## config.mk

```make
export PLATFORM = sky130hd
export DESIGN_NAME = ones_stream_gen_flat
export DESIGN_NICKNAME = d
export VERILOG_FILES = /design/src/rtl/ones_stream_if.sv /design/src/rtl/ones_stream_gen.sv /design/src/flat_wrapper.sv
export SDC_FILE = /design/constraint.sdc
export NUM_CORES = 1
export LEC_CHECK = 0
export ABC_AREA = 1
export CORE_MARGIN = 1
export CORE_UTILIZATION = 50
export CTS_BUF_LIST = sky130_fd_sc_hd__clkbuf_2
export DETAILED_ROUTE_END_ITERATION = 10
export PLACE_DENSITY = 0.75
export SLEW_MARGIN = 20
export SYNTH_ARGS = -nofsm -noshare
export SYNTH_HDL_FRONTEND = slang
export SYNTH_SLANG_ARGS = --single-unit
```

## constraint.sdc

```tcl
create_clock -name clk -period 2.38 [get_ports clk]
set_clock_uncertainty 0.1 [all_clocks]
set_input_delay 0.238 -clock clk [delete_from_list [all_inputs] [get_ports clk]]
set_output_delay 0.238 -clock clk [all_outputs]
set_load 0.01 [all_outputs]
```

## src/rtl/ones_stream_if.sv

```systemverilog
// Request handshake and framed serial stream between the ones-stream generator
// and whatever consumes it (ones counter, scoreboard).
interface ones_stream_if;
    logic       req_valid;
    logic       req_ready;
    logic [0:3] req_count;
    logic       req_mode;
    logic       data;
    logic       frame_valid;
    logic       frame_last;
    logic [0:3] exp_count;
    logic       sat;
    logic       done;

    modport master (
        input  req_valid, req_count, req_mode,
        output req_ready, data, frame_valid, frame_last, exp_count, sat, done
    );

    modport slave (
        output req_valid, req_count, req_mode,
        input  req_ready, data, frame_valid, frame_last, exp_count, sat, done
    );
endinterface

```

## src/rtl/ones_stream_gen.sv

```systemverilog
// Framed serial stimulus generator: accepts a ones-count request and emits a
// FRAME_LEN-bit frame holding exactly that many ones, followed by a forced-zero gap.
module ones_stream_gen #(
    parameter int FRAME_LEN  = 15,
    parameter int GAP_CYCLES = 2
) (
    input  logic          clk,
    input  logic          reset,
    ones_stream_if.master bus
);
    localparam logic [1:0] S_IDLE = 2'd0;
    localparam logic [1:0] S_EMIT = 2'd1;
    localparam logic [1:0] S_GAP  = 2'd2;

    localparam logic [4:0] FL       = 5'(FRAME_LEN);
    localparam logic [3:0] LAST_IDX = 4'(FRAME_LEN - 1);
    localparam logic [3:0] GAP_LAST = 4'(GAP_CYCLES - 1);

    logic [1:0] r_state;
    logic [3:0] r_idx;
    logic [3:0] r_gap;
    logic [3:0] r_n;
    logic       r_mode;
    logic       r_data;
    logic       r_fv;
    logic       r_fl;
    logic       r_done;
    logic [3:0] r_exp;
    logic       r_sat;

    logic [3:0] w_req_count;
    logic       w_sat;
    logic [3:0] w_clamped;
    logic       w_ready;
    logic       w_accept;
    logic [3:0] w_idx_next;

    // Ones sit at the front of the frame (mode 0) or at its tail (mode 1).
    function automatic logic bit_at(input logic [3:0] idx, input logic [3:0] n,
                                    input logic mode);
        logic [4:0] thr;
        thr = FL - {1'b0, n};
        return mode ? ({1'b0, idx} >= thr) : (idx < n);
    endfunction

    assign w_req_count = bus.req_count;
    assign w_sat       = ({1'b0, w_req_count} > FL);
    assign w_clamped   = w_sat ? FL[3:0] : w_req_count;
    assign w_ready     = (r_state == S_IDLE);
    assign w_accept    = bus.req_valid && w_ready;
    assign w_idx_next  = r_idx + 4'd1;

    always_ff @(posedge clk) begin
        if (reset) begin
            r_state <= S_IDLE;
            r_idx   <= '0;
            r_gap   <= '0;
            r_n     <= '0;
            r_mode  <= 1'b0;
            r_data  <= 1'b0;
            r_fv    <= 1'b0;
            r_fl    <= 1'b0;
            r_done  <= 1'b0;
            r_exp   <= '0;
            r_sat   <= 1'b0;
        end else begin
            r_done <= 1'b0;
            case (r_state)
                S_IDLE: begin
                    if (w_accept) begin
                        r_n     <= w_clamped;
                        r_mode  <= bus.req_mode;
                        r_exp   <= w_clamped;
                        r_sat   <= w_sat;
                        r_idx   <= '0;
                        r_data  <= bit_at(4'd0, w_clamped, bus.req_mode);
                        r_fv    <= 1'b1;
                        r_fl    <= (LAST_IDX == 4'd0);
                        r_state <= S_EMIT;
                    end
                end
                S_EMIT: begin
                    // r_idx names the bit currently on the output register.
                    if (r_idx == LAST_IDX) begin
                        r_data  <= 1'b0;
                        r_fv    <= 1'b0;
                        r_fl    <= 1'b0;
                        r_done  <= 1'b1;
                        r_gap   <= '0;
                        r_state <= (GAP_CYCLES > 0) ? S_GAP : S_IDLE;
                    end else begin
                        r_idx  <= w_idx_next;
                        r_data <= bit_at(w_idx_next, r_n, r_mode);
                        r_fl   <= (w_idx_next == LAST_IDX);
                    end
                end
                S_GAP: begin
                    if (r_gap == GAP_LAST) begin
                        r_state <= S_IDLE;
                    end else begin
                        r_gap <= r_gap + 4'd1;
                    end
                end
                default: r_state <= S_IDLE;
            endcase
        end
    end

    assign bus.req_ready   = w_ready;
    assign bus.data        = r_data;
    assign bus.frame_valid = r_fv;
    assign bus.frame_last  = r_fl;
    assign bus.exp_count   = r_exp;
    assign bus.sat         = r_sat;
    assign bus.done        = r_done;
endmodule

```

## src/flat_wrapper.sv

```systemverilog
// flat-port wrapper written by rule: the top's interface ports become plain ports
module ones_stream_gen_flat 
#(
    parameter int FRAME_LEN  = 15,
    parameter int GAP_CYCLES = 2
)
  (clk, reset, bus_req_valid, bus_req_count, bus_req_mode, bus_req_ready, bus_data, bus_frame_valid, bus_frame_last, bus_exp_count, bus_sat, bus_done);
  ones_stream_if bus_i ();
  input  logic clk;
  input  logic reset;
  input wire logic [$bits(bus_i.req_valid)-1:0] bus_req_valid;
  input wire logic [$bits(bus_i.req_count)-1:0] bus_req_count;
  input wire logic [$bits(bus_i.req_mode)-1:0] bus_req_mode;
  output wire logic [$bits(bus_i.req_ready)-1:0] bus_req_ready;
  output wire logic [$bits(bus_i.data)-1:0] bus_data;
  output wire logic [$bits(bus_i.frame_valid)-1:0] bus_frame_valid;
  output wire logic [$bits(bus_i.frame_last)-1:0] bus_frame_last;
  output wire logic [$bits(bus_i.exp_count)-1:0] bus_exp_count;
  output wire logic [$bits(bus_i.sat)-1:0] bus_sat;
  output wire logic [$bits(bus_i.done)-1:0] bus_done;
  assign bus_i.req_valid = bus_req_valid;
  assign bus_i.req_count = bus_req_count;
  assign bus_i.req_mode = bus_req_mode;
  assign bus_req_ready = bus_i.req_ready;
  assign bus_data = bus_i.data;
  assign bus_frame_valid = bus_i.frame_valid;
  assign bus_frame_last = bus_i.frame_last;
  assign bus_exp_count = bus_i.exp_count;
  assign bus_sat = bus_i.sat;
  assign bus_done = bus_i.done;
  ones_stream_gen #(.FRAME_LEN(FRAME_LEN), .GAP_CYCLES(GAP_CYCLES)) u_core (.clk(clk), .reset(reset), .bus(bus_i));
endmodule
```

==> qor.json, run 1 <==
{
  "post_synth_inst_count": {"value": 156},
  "via_count": {"value": 1040},
  "fin_area": {"value": 1320, "unit": "um2"},
  "placeableCoreArea": {"value": 2040, "unit": "um2"},
  "run_status": {"value": "completed"},
  "first_global_vias": {"value": 1017},
  "worstRegToRegCells": {"value": 8},
  "timing.reg2reg.setup_slack": {"value": 0.42, "unit": "ns"},
  "finalWorstPathRequiredPeriod": {"value": 1.96, "unit": "ns"},
  "final_layout_size_suffix_gt1_share": {"value": 9.83, "unit": "%"},
  "worst_path_most_repeated_cell": {"value": "sky130_fd_sc_hd__nand3_1"},
  "synth_simple_gate_area_share": {"value": 26.5, "unit": "%"},
  "timing.fmax": {"value": 0.510, "unit": "GHz"},
  "cellLeakagePower": {"value": 0.588, "unit": "nW"},
  "antenna_left": {"value": 0},
  "post-place-cells": {"value": 196},
  "cp_slowest_cell": {"value": "sky130_fd_sc_hd__dfxtp_1"},
  "grt_overflow_total": {"value": 0},
  "grt_max_degree": {"value": 15},
  "tritoncts": {"value": "built"},
  "dp_hpwl": {"value": 1840, "unit": "um"},
  "setup_ws": {"value": 0.418, "unit": "ns"},
  "r2r_start": {"value": "u_core.r_idx[0]"},
  "postCtsHoldBufs": {"value": 0},
  "worst_r2r_endpoint": {"value": "u_core.bus.data"},
  "critical_path_buf_inv_count": {"value": 0},
  "worst_skew_pair.late_latency": {"value": 0.32, "unit": "ns"},
  "detailed_place.area": {"value": 1290, "unit": "um2"},
  "setup.worst_path.start_class": {"value": "flop"},
  "number_of_enable_flip_flop_cells_after_synthesis": {"value": 0},
  "cts_clk_pin_slew_worst_paths": {"value": 0.19, "unit": "ns"},
  "port_buffers": {"value": 16},
  "cp_cell_sequence": {"value": "nand3_1 -> xnor2_1 -> ha_1 -> nor2_1 -> nand3b_1 -> nand3_1 -> nand3_1 -> a21oi_1"},
  "peakVddDrop": {"value": 0.290, "unit": "mV"},
  "cpPeakStageDelay": {"value": 0.48, "unit": "ns"},
  "die_h": {"value": 49.3, "unit": "um"},
  "pin_count": {"value": 18},
  "mappedNetlistNets": {"value": 177},
  "unrepaired_setup_endpoints_after_global_routing": {"value": "false"},
  "report.final.slew_viol_count": {"value": 0},
  "post_synthesis_cell_area": {"value": 1120, "unit": "um2"},
  "dieWidth": {"value": 49.3, "unit": "um"},
  "max_cap_violations": {"value": 0},
  "multi_input_comb_area": {"value": 619, "unit": "um2"},
  "final_min_period_over_clock_period": {"value": 82.4, "unit": "%"},
  "cts.sink_count": {"value": 19},
  "most_used_flip_flop_cell_after_synthesis": {"value": "sky130_fd_sc_hd__dfxtp_1"},
  "detail_route.first_pass.iterations": {"value": 4},
  "cts-root-buf": {"value": "sky130_fd_sc_hd__clkbuf_2"},
  "cellPowerDensity": {"value": 474, "unit": "nW/um2"},
  "htree_num_levels": {"value": 1},
  "yosys_warnings": {"value": 0},
  "post_cts_resized": {"value": 0},
  "wire_per_inst": {"value": 11.7, "unit": "um"},
  "synth_cell_types": {"value": 23},
  "cp_data_required_time": {"value": 2.55, "unit": "ns"},
  "sequential_cell_area": {"value": 380, "unit": "um2"},
  "post_cts_buffers": {"value": 0},
  "worst-setup-path-type": {"value": "reg -> reg"},
  "gr-usage-all-layers": {"value": 21.8, "unit": "%"},
  "nets": {"value": 195},
  "finalWirelength": {"value": 2340, "unit": "um"},
  "yosys.area_share.xor_xnor": {"value": 1.57, "unit": "%"},
  "holdCritPathClass": {"value": "reg -> reg"},
  "total_power": {"value": 0.623, "unit": "mW"},
  "antenna_cells": {"value": 0},
  "die_area": {"value": 2430, "unit": "um2"},
  "final.setup.tns": {"value": 0, "unit": "ns"},
  "synth_adder_area_share": {"value": 14.5, "unit": "%"},
  "dpl_worst_slack": {"value": 0.416, "unit": "ns"},
  "hold-worst-slack": {"value": 0.396, "unit": "ns"},
  "avgViaCountPerCell": {"value": 5.20},
  "crit_path_max_fanout": {"value": 7},
  "yosys-mux-area-fraction": {"value": 0, "unit": "%"},
  "grt_first_pass_wirelength": {"value": 4050, "unit": "um"},
  "cp-startpoint": {"value": "u_core.r_idx[0]"},
  "clk_path_buf_depth": {"value": 2},
  "synth-seq-area-share": {"value": 34.0, "unit": "%"},
  "synth_area_per_cell": {"value": 7.17, "unit": "um2"},
  "crit_path_max_delay_family": {"value": "simple AND/OR/NAND/NOR gates"},
  "worstPathArrival": {"value": 2.13, "unit": "ns"},
  "number_of_antenna_violations_at_the_first_check_in_global_routing": {"value": 0},
  "synth-compound-area-share": {"value": 12.4, "unit": "%"},
  "drc": {"value": 0},
  "hold_path.startpoint": {"value": "u_core.r_gap[3]"},
  "cts_buffers": {"value": 3},
  "num-fill-cells": {"value": 201},
  "synth_top_family_by_area": {"value": "simple AND/OR/NAND/NOR gates"},
  "timing.hold.worst_path_depth": {"value": 2},
  "setup-violations-final": {"value": 0},
  "postSynth.asyncResetShare": {"value": 0, "unit": "%"},
  "drt_first_iter_violations": {"value": 27},
  "finish.utilization": {"value": 64.4, "unit": "%"},
  "post_layout_nonfiller_instances": {"value": 200},
  "yosys_register_bits": {"value": 19},
  "crit_path_end_kind": {"value": "flop"},
  "standard_cell_row_count": {"value": 16},
  "start_util": {"value": 54.8, "unit": "%"},
  "flow.area_growth_from_synthesis": {"value": 17.6, "unit": "%"},
  "min_delay_worst_endpoint": {"value": "u_core.r_gap[3]"},
  "global_placement_routability_congestion": {"value": 0.867},
  "report.final.hold_viol_count": {"value": 0}
}
-- sequential cells by signal (all words and copies together), names as in the netlist, 2 cells and up --
name,cells
u_core.r_state,2
u_core.r_n,4
u_core.r_gap,4
u_core.r_idx,4
-- layout make-up --
cell class	count	area share, %
Multi-Input combinational cell	108	47.1
Sequential cell	19	28.9
Timing Repair Buffer	17	12.7
Inverter	25	7.14
Tap cell	27	2.57
Clock buffer	3	1.14
Clock inverter	1	0.381
-- cells in the final DEF (no fill, tap or decap), types with 2 or more instances in the layout --
cell                              count
sky130_fd_sc_hd__a21oi_1             12
sky130_fd_sc_hd__a21oi_2              2
sky130_fd_sc_hd__clkbuf_2             3
sky130_fd_sc_hd__clkdlybuf4s50_1     16
sky130_fd_sc_hd__dfxtp_1             19
sky130_fd_sc_hd__ha_1                13
sky130_fd_sc_hd__inv_1               21
sky130_fd_sc_hd__inv_2                4
sky130_fd_sc_hd__nand2_1             28
sky130_fd_sc_hd__nand2_2              3
sky130_fd_sc_hd__nand3_1             11
sky130_fd_sc_hd__nand3b_1             2
sky130_fd_sc_hd__nor2_1              17
sky130_fd_sc_hd__o21ai_0             11
-- layer usage --
layer  vias up  share of wire (%)  track usage [%]
li1        523                  -                -
met1       486                 47             25.9
met2        26                 47             37.2
met3         5                3.7             4.05
met4         0                1.7             10.3
met5         -                  0                0
-- worst max-delay path by stage --
stage | endpoint | slack (ns) | cells past startpoint
after floorplan | u_core.bus.data | 0.68 | 8
after global placement | u_core.bus.data | 0.58 | 8
after detailed placement | u_core.bus.data | 0.42 | 8
after CTS | u_core.bus.data | 0.37 | 8
after global routing | u_core.bus.data | 0.26 | 8
final | u_core.bus.data | 0.42 | 8
-- power by group --
group	leakage (nW)	switching [mW]	internal [mW]	total, mW
logic	0.417	0.0728	0.0601	0.133
clock network	0.0164	0.104	0.0381	0.142
registers	0.155	0.0133	0.334	0.348
total	0.588	0.191	0.432	0.623
-- worst min-delay path: cells and delay by family, from the launching register on --
| kind | cells | cell delay, ns |
|---|---|---|
| flip-flops | 1 | 0.37 |
| AND/OR/NAND/NOR | 1 | 0.06 |
| AO/OA/AOI/OAI | 1 | 0.05 |
-- synth_stat cells (all sizes together) (2+ instances only) --
cell	instances	share of area (%)
nand2	32	12
inv	25	8.4
dfxtp	19	34
nor2	18	6.3
a21oi	14	6.9
ha	13	15
nand3	11	4.9
o21ai	11	4.9
buf	4	2.2
nand3b	2	1.3
or2	2	1.3
-- logic make-up after synthesis --
kind of cell / Yosys count
AO/OA/AOI/OAI: 26
AND/OR/NAND/NOR: 66
adder cells (fa/ha/maj): 13
flip-flops: 19
XOR/XNOR: 2
other: 1
buffers and inverters: 29
(Power assumes the default switching activity.)
==> run 2: changes to the inputs <==
- clock period: 2.38 -> 2.01 ns (I/O delays scaled with it)
==> qor.json, run 2 (same netlist as run 1, synthesis figures left out) <==
{
  "run_status": {"value": "completed"},
  "unrepaired_setup_endpoints_after_global_routing": {"value": "false"},
  "grt_overflow_total": {"value": 0},
  "timing.fmax": {"value": 0.550, "unit": "GHz"},
  "power.switching_fraction": {"value": 30.7, "unit": "%"},
  "final.setup.tns": {"value": 0, "unit": "ns"},
  "grt_max_degree": {"value": 15},
  "worst_skew_pair.late_latency": {"value": 0.32, "unit": "ns"},
  "dp_hpwl": {"value": 1770, "unit": "um"},
  "antenna_cells": {"value": 0},
  "holdCritPathClass": {"value": "reg -> reg"},
  "share_clk_of_total_power": {"value": 23.0, "unit": "%"},
  "die_h": {"value": 49.3, "unit": "um"},
  "total_power": {"value": 0.743, "unit": "mW"},
  "die_area": {"value": 2430, "unit": "um2"},
  "finalWorstPathRequiredPeriod": {"value": 1.82, "unit": "ns"},
  "report.final.hold_viol_count": {"value": 0},
  "htree_num_levels": {"value": 1},
  "final_layout_size_suffix_gt1_share": {"value": 12.1, "unit": "%"},
  "cp_data_required_time": {"value": 2.19, "unit": "ns"},
  "wire_per_inst": {"value": 11.9, "unit": "um"},
  "setup.worst_path.start_class": {"value": "flop"},
  "crit_path_end_kind": {"value": "flop"},
  "cellPowerDensity": {"value": 557, "unit": "nW/um2"},
  "start_util": {"value": 54.8, "unit": "%"},
  "clk_path_buf_depth": {"value": 2},
  "power.combinational.fraction": {"value": 21.5, "unit": "%"},
  "peakVddDrop": {"value": 0.449, "unit": "mV"},
  "number_of_antenna_violations_at_the_first_check_in_global_routing": {"value": 0},
  "mostFrequentLayoutCells": {"value": "sky130_fd_sc_hd__nand2_1, sky130_fd_sc_hd__inv_1, sky130_fd_sc_hd__nor2_1, sky130_fd_sc_hd__dfxtp_1, sky130_fd_sc_hd__clkdlybuf4s50_1"},
  "antenna_left": {"value": 0},
  "cellLeakagePower": {"value": 0.594, "unit": "nW"},
  "worstPathArrival": {"value": 1.99, "unit": "ns"},
  "post-place-cells": {"value": 197},
  "dpl_worst_slack": {"value": 0.109, "unit": "ns"},
  "detail_route.first_pass.iterations": {"value": 4},
  "gr-usage-all-layers": {"value": 22.3, "unit": "%"},
  "max_cap_violations": {"value": 0},
  "reg.largest.list": {"value": "u_core.r_gap: 4 flops, u_core.r_idx: 4 flops, u_core.r_n: 4 flops"},
  "final_min_period_over_clock_period": {"value": 90.4, "unit": "%"},
  "cts_buffers": {"value": 3},
  "avgViaCountPerCell": {"value": 5.17},
  "cts_clk_pin_slew_worst_paths": {"value": 0.19, "unit": "ns"},
  "pin_count": {"value": 18},
  "cts.sink_count": {"value": 19},
  "intPower": {"value": 0.514, "unit": "mW"},
  "report.final.slew_viol_count": {"value": 0},
  "setup_ws": {"value": 0.193, "unit": "ns"},
  "layout_commonest_cell": {"value": "sky130_fd_sc_hd__nand2_1"},
  "post_layout_nonfiller_instances": {"value": 201},
  "dieWidth": {"value": 49.3, "unit": "um"},
  "drc": {"value": 0},
  "port_buffers": {"value": 16},
  "grt_first_pass_wirelength": {"value": 4150, "unit": "um"},
  "total_switching_power": {"value": 0.228, "unit": "mW"},
  "tritoncts": {"value": "built"},
  "global_placement_routability_congestion": {"value": 0.895},
  "setup-violations-final": {"value": 0},
  "placeableCoreArea": {"value": 2040, "unit": "um2"},
  "crit_path_max_fanout": {"value": 7},
  "cts-root-buf": {"value": "sky130_fd_sc_hd__clkbuf_2"},
  "standard_cell_row_count": {"value": 16},
  "pwr-share-seq": {"value": 55.5, "unit": "%"},
  "nets": {"value": 196},
  "via_count": {"value": 1040},
  "first_global_vias": {"value": 975},
  "finalWirelength": {"value": 2400, "unit": "um"},
  "flow.area_growth_from_synthesis": {"value": 19.1, "unit": "%"},
  "drt_first_iter_violations": {"value": 14},
  "worst-setup-path-type": {"value": "reg -> reg"}
}
[run 2: cell types whose count changed in the layout (fill, tap and decap cells not counted)]
cell,change
sky130_fd_sc_hd__dfxtp_1,-2
sky130_fd_sc_hd__dfxtp_2,+2
sky130_fd_sc_hd__xor2_2,+1
sky130_fd_sc_hd__buf_4,+1
sky130_fd_sc_hd__xor2_1,-1
[run 2: critical path: stages, from the launching register on]
cell                       delay (ns)
sky130_fd_sc_hd__dfxtp_2         0.44
sky130_fd_sc_hd__ha_1            0.21
sky130_fd_sc_hd__xor2_2          0.25
sky130_fd_sc_hd__ha_1            0.28
sky130_fd_sc_hd__nor2_1          0.13
sky130_fd_sc_hd__nand3b_1        0.10
sky130_fd_sc_hd__nand3_1         0.07
sky130_fd_sc_hd__nand3_1         0.08
sky130_fd_sc_hd__a21oi_1         0.12
[run 2: path summary, 6_finish.rpt]
check | to | cells after the start | slack [ns] | from
min | u_core.bus.frame_last | 2 | 0.40 | u_core.bus.frame_last
min reg2reg | u_core.bus.frame_last | 2 | 0.40 | u_core.bus.frame_last
max | u_core.bus.data | 8 | 0.19 | u_core.r_idx[0]
max reg2reg | u_core.bus.data | 8 | 0.19 | u_core.r_idx[0]
[run 2: area by class of cell]
| class | count | area, um2 |
|---|---|---|
| fill | 185 | 709 |
| multi-input combinational | 108 | 627 |
| sequential | 19 | 383 |
| timing repair buffer | 18 | 175 |
| inverter | 25 | 93.8 |
| tap | 27 | 33.8 |
| clock buffer | 3 | 15.0 |
| clock inverter | 1 | 5.00 |
[run 2: power groups by stage]
stage                     clock network, mW  registers (mW)  logic [mW]
final                                 0.171           0.412       0.159
after global routing                  0.192           0.415       0.179
after CTS                             0.175           0.412       0.158
after detailed placement                  0           0.419       0.157
after global placement                    0           0.418       0.155
after floorplan                           0           0.422      0.0909
[run 2: metal layers]
layer / track usage (%) / up-vias / part of all wire (%)
met4: 11.8 / 0 / 2.5
met2: 36.1 / 34 / 45
met5: 0 / - / 0
li1: - / 529 / -
met3: 4.36 / 7 / 5.5
met1: 27.8 / 470 / 47
[run 2: through the flow]
| stage | util [%] | hold WS, ns | area (um2) |
|---|---|---|---|
| CTS | 64.8 | 0.396 | 1320 |
| finish | 65.3 | 0.395 | 1330 |
| global placement | 63.8 | 0.363 | 1300 |
| detailed placement | 63.8 | 0.374 | 1300 |
| floorplan | - | 0.291 | 1120 |
| global route | 65.3 | 0.422 | 1330 |
[run 2: repair_timing]
item | CTS | global route
buffers inserted | 0 | 0
gates resized for setup | 0 | 3
endpoints found under the setup margin | 0 | 1
endpoints found under the hold margin | 0 | 0
hold buffers | 0 | 0
==> run 3: changes to the inputs <==
- CORE_ASPECT_RATIO: unset -> 2
- CORE_UTILIZATION: 50 -> 40
- PLACE_DENSITY: 0.75 -> unset
==> qor.json, run 3 (same netlist as run 1, synthesis figures left out) <==
{
  "avgViaCountPerCell": {"value": 5.20},
  "hold_path.startpoint": {"value": "u_core.r_mode"},
  "power.switching_fraction": {"value": 30.8, "unit": "%"},
  "worst-setup-path-type": {"value": "reg -> reg"},
  "report.final.slew_viol_count": {"value": 0},
  "cp_slowest_cell": {"value": "sky130_fd_sc_hd__dfxtp_1"},
  "final.setup.tns": {"value": 0, "unit": "ns"},
  "peakVddDrop": {"value": 0.456, "unit": "mV"},
  "die_h": {"value": 76.8, "unit": "um"},
  "first_global_vias": {"value": 1002},
  "number_of_antenna_violations_at_the_first_check_in_global_routing": {"value": 0},
  "crit_path_end_kind": {"value": "flop"},
  "relSlewSlack": {"value": 66.7, "unit": "%"},
  "timing.reg2reg.setup_slack": {"value": 0.16, "unit": "ns"},
  "cellLeakagePower": {"value": 0.594, "unit": "nW"},
  "setup.worst_path.start_class": {"value": "flop"},
  "unrepaired_setup_endpoints_after_global_routing": {"value": "false"},
  "finish.utilization": {"value": 50.9, "unit": "%"},
  "cts_clk_pin_slew_worst_paths": {"value": 0.20, "unit": "ns"},
  "global_placement_routability_congestion": {"value": 0.765},
  "cts.sink_count": {"value": 19},
  "dieWidth": {"value": 39.4, "unit": "um"},
  "gr-usage-all-layers": {"value": 18.9, "unit": "%"},
  "start_util": {"value": 43.0, "unit": "%"},
  "mostFrequentLayoutCells": {"value": "sky130_fd_sc_hd__nand2_1, sky130_fd_sc_hd__inv_1, sky130_fd_sc_hd__dfxtp_1"},
  "worstRegToRegCells": {"value": 8},
  "intPower": {"value": 0.523, "unit": "mW"},
  "drt_first_iter_violations": {"value": 29},
  "die_area": {"value": 3020, "unit": "um2"},
  "cts_buffers": {"value": 3},
  "worst_r2r_endpoint": {"value": "u_core.bus.data"},
  "cts-root-buf": {"value": "sky130_fd_sc_hd__clkbuf_2"},
  "run_status": {"value": "completed"},
  "htree_num_levels": {"value": 1},
  "report.final.hold_viol_count": {"value": 0},
  "clk_path_buf_depth": {"value": 2},
  "total_switching_power": {"value": 0.233, "unit": "mW"},
  "flow.area_growth_from_synthesis": {"value": 18.5, "unit": "%"},
  "worst_skew_pair.late_latency": {"value": 0.33, "unit": "ns"},
  "timing.hold.worst_path_depth": {"value": 2},
  "detail_route.first_pass.iterations": {"value": 4},
  "dp_hpwl": {"value": 2070, "unit": "um"},
  "share_clk_of_total_power": {"value": 23.9, "unit": "%"},
  "crit_path_max_delay_family": {"value": "adder cells"},
  "cp_data_required_time": {"value": 2.18, "unit": "ns"},
  "final_layout_size_suffix_gt1_share": {"value": 10.9, "unit": "%"},
  "detailed_place.area": {"value": 1300, "unit": "um2"},
  "timing_worst_slew_pin_value": {"value": 0.499, "unit": "ns"},
  "antenna_left": {"value": 0},
  "grt_max_degree": {"value": 15},
  "antenna_cells": {"value": 0},
  "drc": {"value": 0},
  "nets": {"value": 196},
  "final_min_period_over_clock_period": {"value": 92.2, "unit": "%"},
  "reg.largest.list": {"value": "u_core.r_gap: 4 flops, u_core.r_idx: 4 flops, u_core.r_n: 4 flops"},
  "grt_first_pass_wirelength": {"value": 4070, "unit": "um"},
  "cpPeakStageDelay": {"value": 0.45, "unit": "ns"},
  "holdCritPathClass": {"value": "reg -> reg"},
  "r2r_start": {"value": "u_core.r_idx[1]"},
  "critical_path_buf_inv_count": {"value": 0},
  "cp_cell_sequence": {"value": "ha_1 -> xor2_1 -> ha_1 -> nor2_1 -> nand3b_1 -> nand3_1 -> nand3_1 -> a21oi_1"},
  "finalWorstPathRequiredPeriod": {"value": 1.85, "unit": "ns"},
  "min_delay_worst_endpoint": {"value": "u_core.r_mode"},
  "grt_overflow_total": {"value": 0},
  "pwr-share-seq": {"value": 54.5, "unit": "%"},
  "pin_count": {"value": 18},
  "tritoncts": {"value": "built"},
  "standard_cell_row_count": {"value": 26},
  "power.combinational.fraction": {"value": 21.6, "unit": "%"},
  "wire_per_inst": {"value": 12.8, "unit": "um"},
  "via_count": {"value": 1050},
  "crit_path_max_fanout": {"value": 5},
  "cellPowerDensity": {"value": 570, "unit": "nW/um2"},
  "port_buffers": {"value": 16},
  "placeableCoreArea": {"value": 2600, "unit": "um2"},
  "setup-violations-final": {"value": 0},
  "fin_area": {"value": 1330, "unit": "um2"},
  "worstPathArrival": {"value": 2.03, "unit": "ns"},
  "timing.fmax": {"value": 0.540, "unit": "GHz"},
  "max_cap_violations": {"value": 0},
  "post_cts_buffers": {"value": 0},
  "finalWirelength": {"value": 2590, "unit": "um"},
  "layout_commonest_cell": {"value": "sky130_fd_sc_hd__nand2_1"},
  "post_layout_nonfiller_instances": {"value": 202},
  "post-place-cells": {"value": 198}
}
-- run 3: changes by cell type in the layout (fill, tap and decap cells not counted), sizes merged --
cell / previous run / this run
clkbuf: 3 / 4
clkinv: 1 / 0
-- run 3: cell type report --
cell class	instances	area [um2]
repair buffers	18	175
inverters	25	93.8
fillers	276	1280
well taps	28	35.0
multi-input cells	108	619
clock buffers	4	20.0
flip-flops and latches	19	382
-- run 3: worst max path at each step --
stage	slack, ns	end	from	cells past startpoint
after floorplan	0.31	u_core.bus.data	u_core.r_idx[0]	8
after global placement	0.20	u_core.bus.data	u_core.r_idx[0]	8
after detailed placement	0.14	u_core.bus.data	u_core.r_idx[0]	8
after CTS	0.12	u_core.bus.data	u_core.r_idx[0]	8
after global routing	0.04	u_core.bus.data	u_core.r_idx[1]	8
final	0.16	u_core.bus.data	u_core.r_idx[1]	8
-- run 3: power by group through the flow --
stage | clock network [mW] | logic [mW] | registers, mW
after global routing | 0.202 | 0.179 | 0.415
after detailed placement | 0 | 0.163 | 0.419
after floorplan | 0 | 0.0909 | 0.422
final | 0.181 | 0.163 | 0.412
after CTS | 0.180 | 0.164 | 0.412
after global placement | 0 | 0.160 | 0.419
-- run 3: routing by layer --
metal	share of wire [%]	global-route usage, %
met2	58	35.3
met1	36	16.8
met4	3.5	12.4
met3	2.3	1.73
met5	0	0
-- run 3: metrics by stage --
step / total power [mW] / hold WS (ns) / worst slack (ns)
after floorplan: 0.513 / 0.291 / 0.312
after global placement: 0.578 / 0.370 / 0.204
after detailed placement: 0.582 / 0.382 / 0.142
after CTS: 0.756 / 0.404 / 0.120
after global routing: 0.796 / 0.440 / 0.0426
final: 0.756 / 0.405 / 0.156
-- run 3: timing repair --
item,4_1_cts,5_1_grt
endpoints found under the hold margin,0,0
endpoints found under the setup margin,0,1
resized for setup,0,1
hold buffers,0,0
-- run 3: worst register-to-register path: stages, from the launching register on --
cell and delay, ns:
sky130_fd_sc_hd__dfxtp_1 0.45, sky130_fd_sc_hd__ha_1 0.19, sky130_fd_sc_hd__xor2_1 0.29, sky130_fd_sc_hd__ha_1 0.30, sky130_fd_sc_hd__nor2_1 0.12, sky130_fd_sc_hd__nand3b_1 0.09, sky130_fd_sc_hd__nand3_1 0.07, sky130_fd_sc_hd__nand3_1 0.07
sky130_fd_sc_hd__a21oi_1 0.11
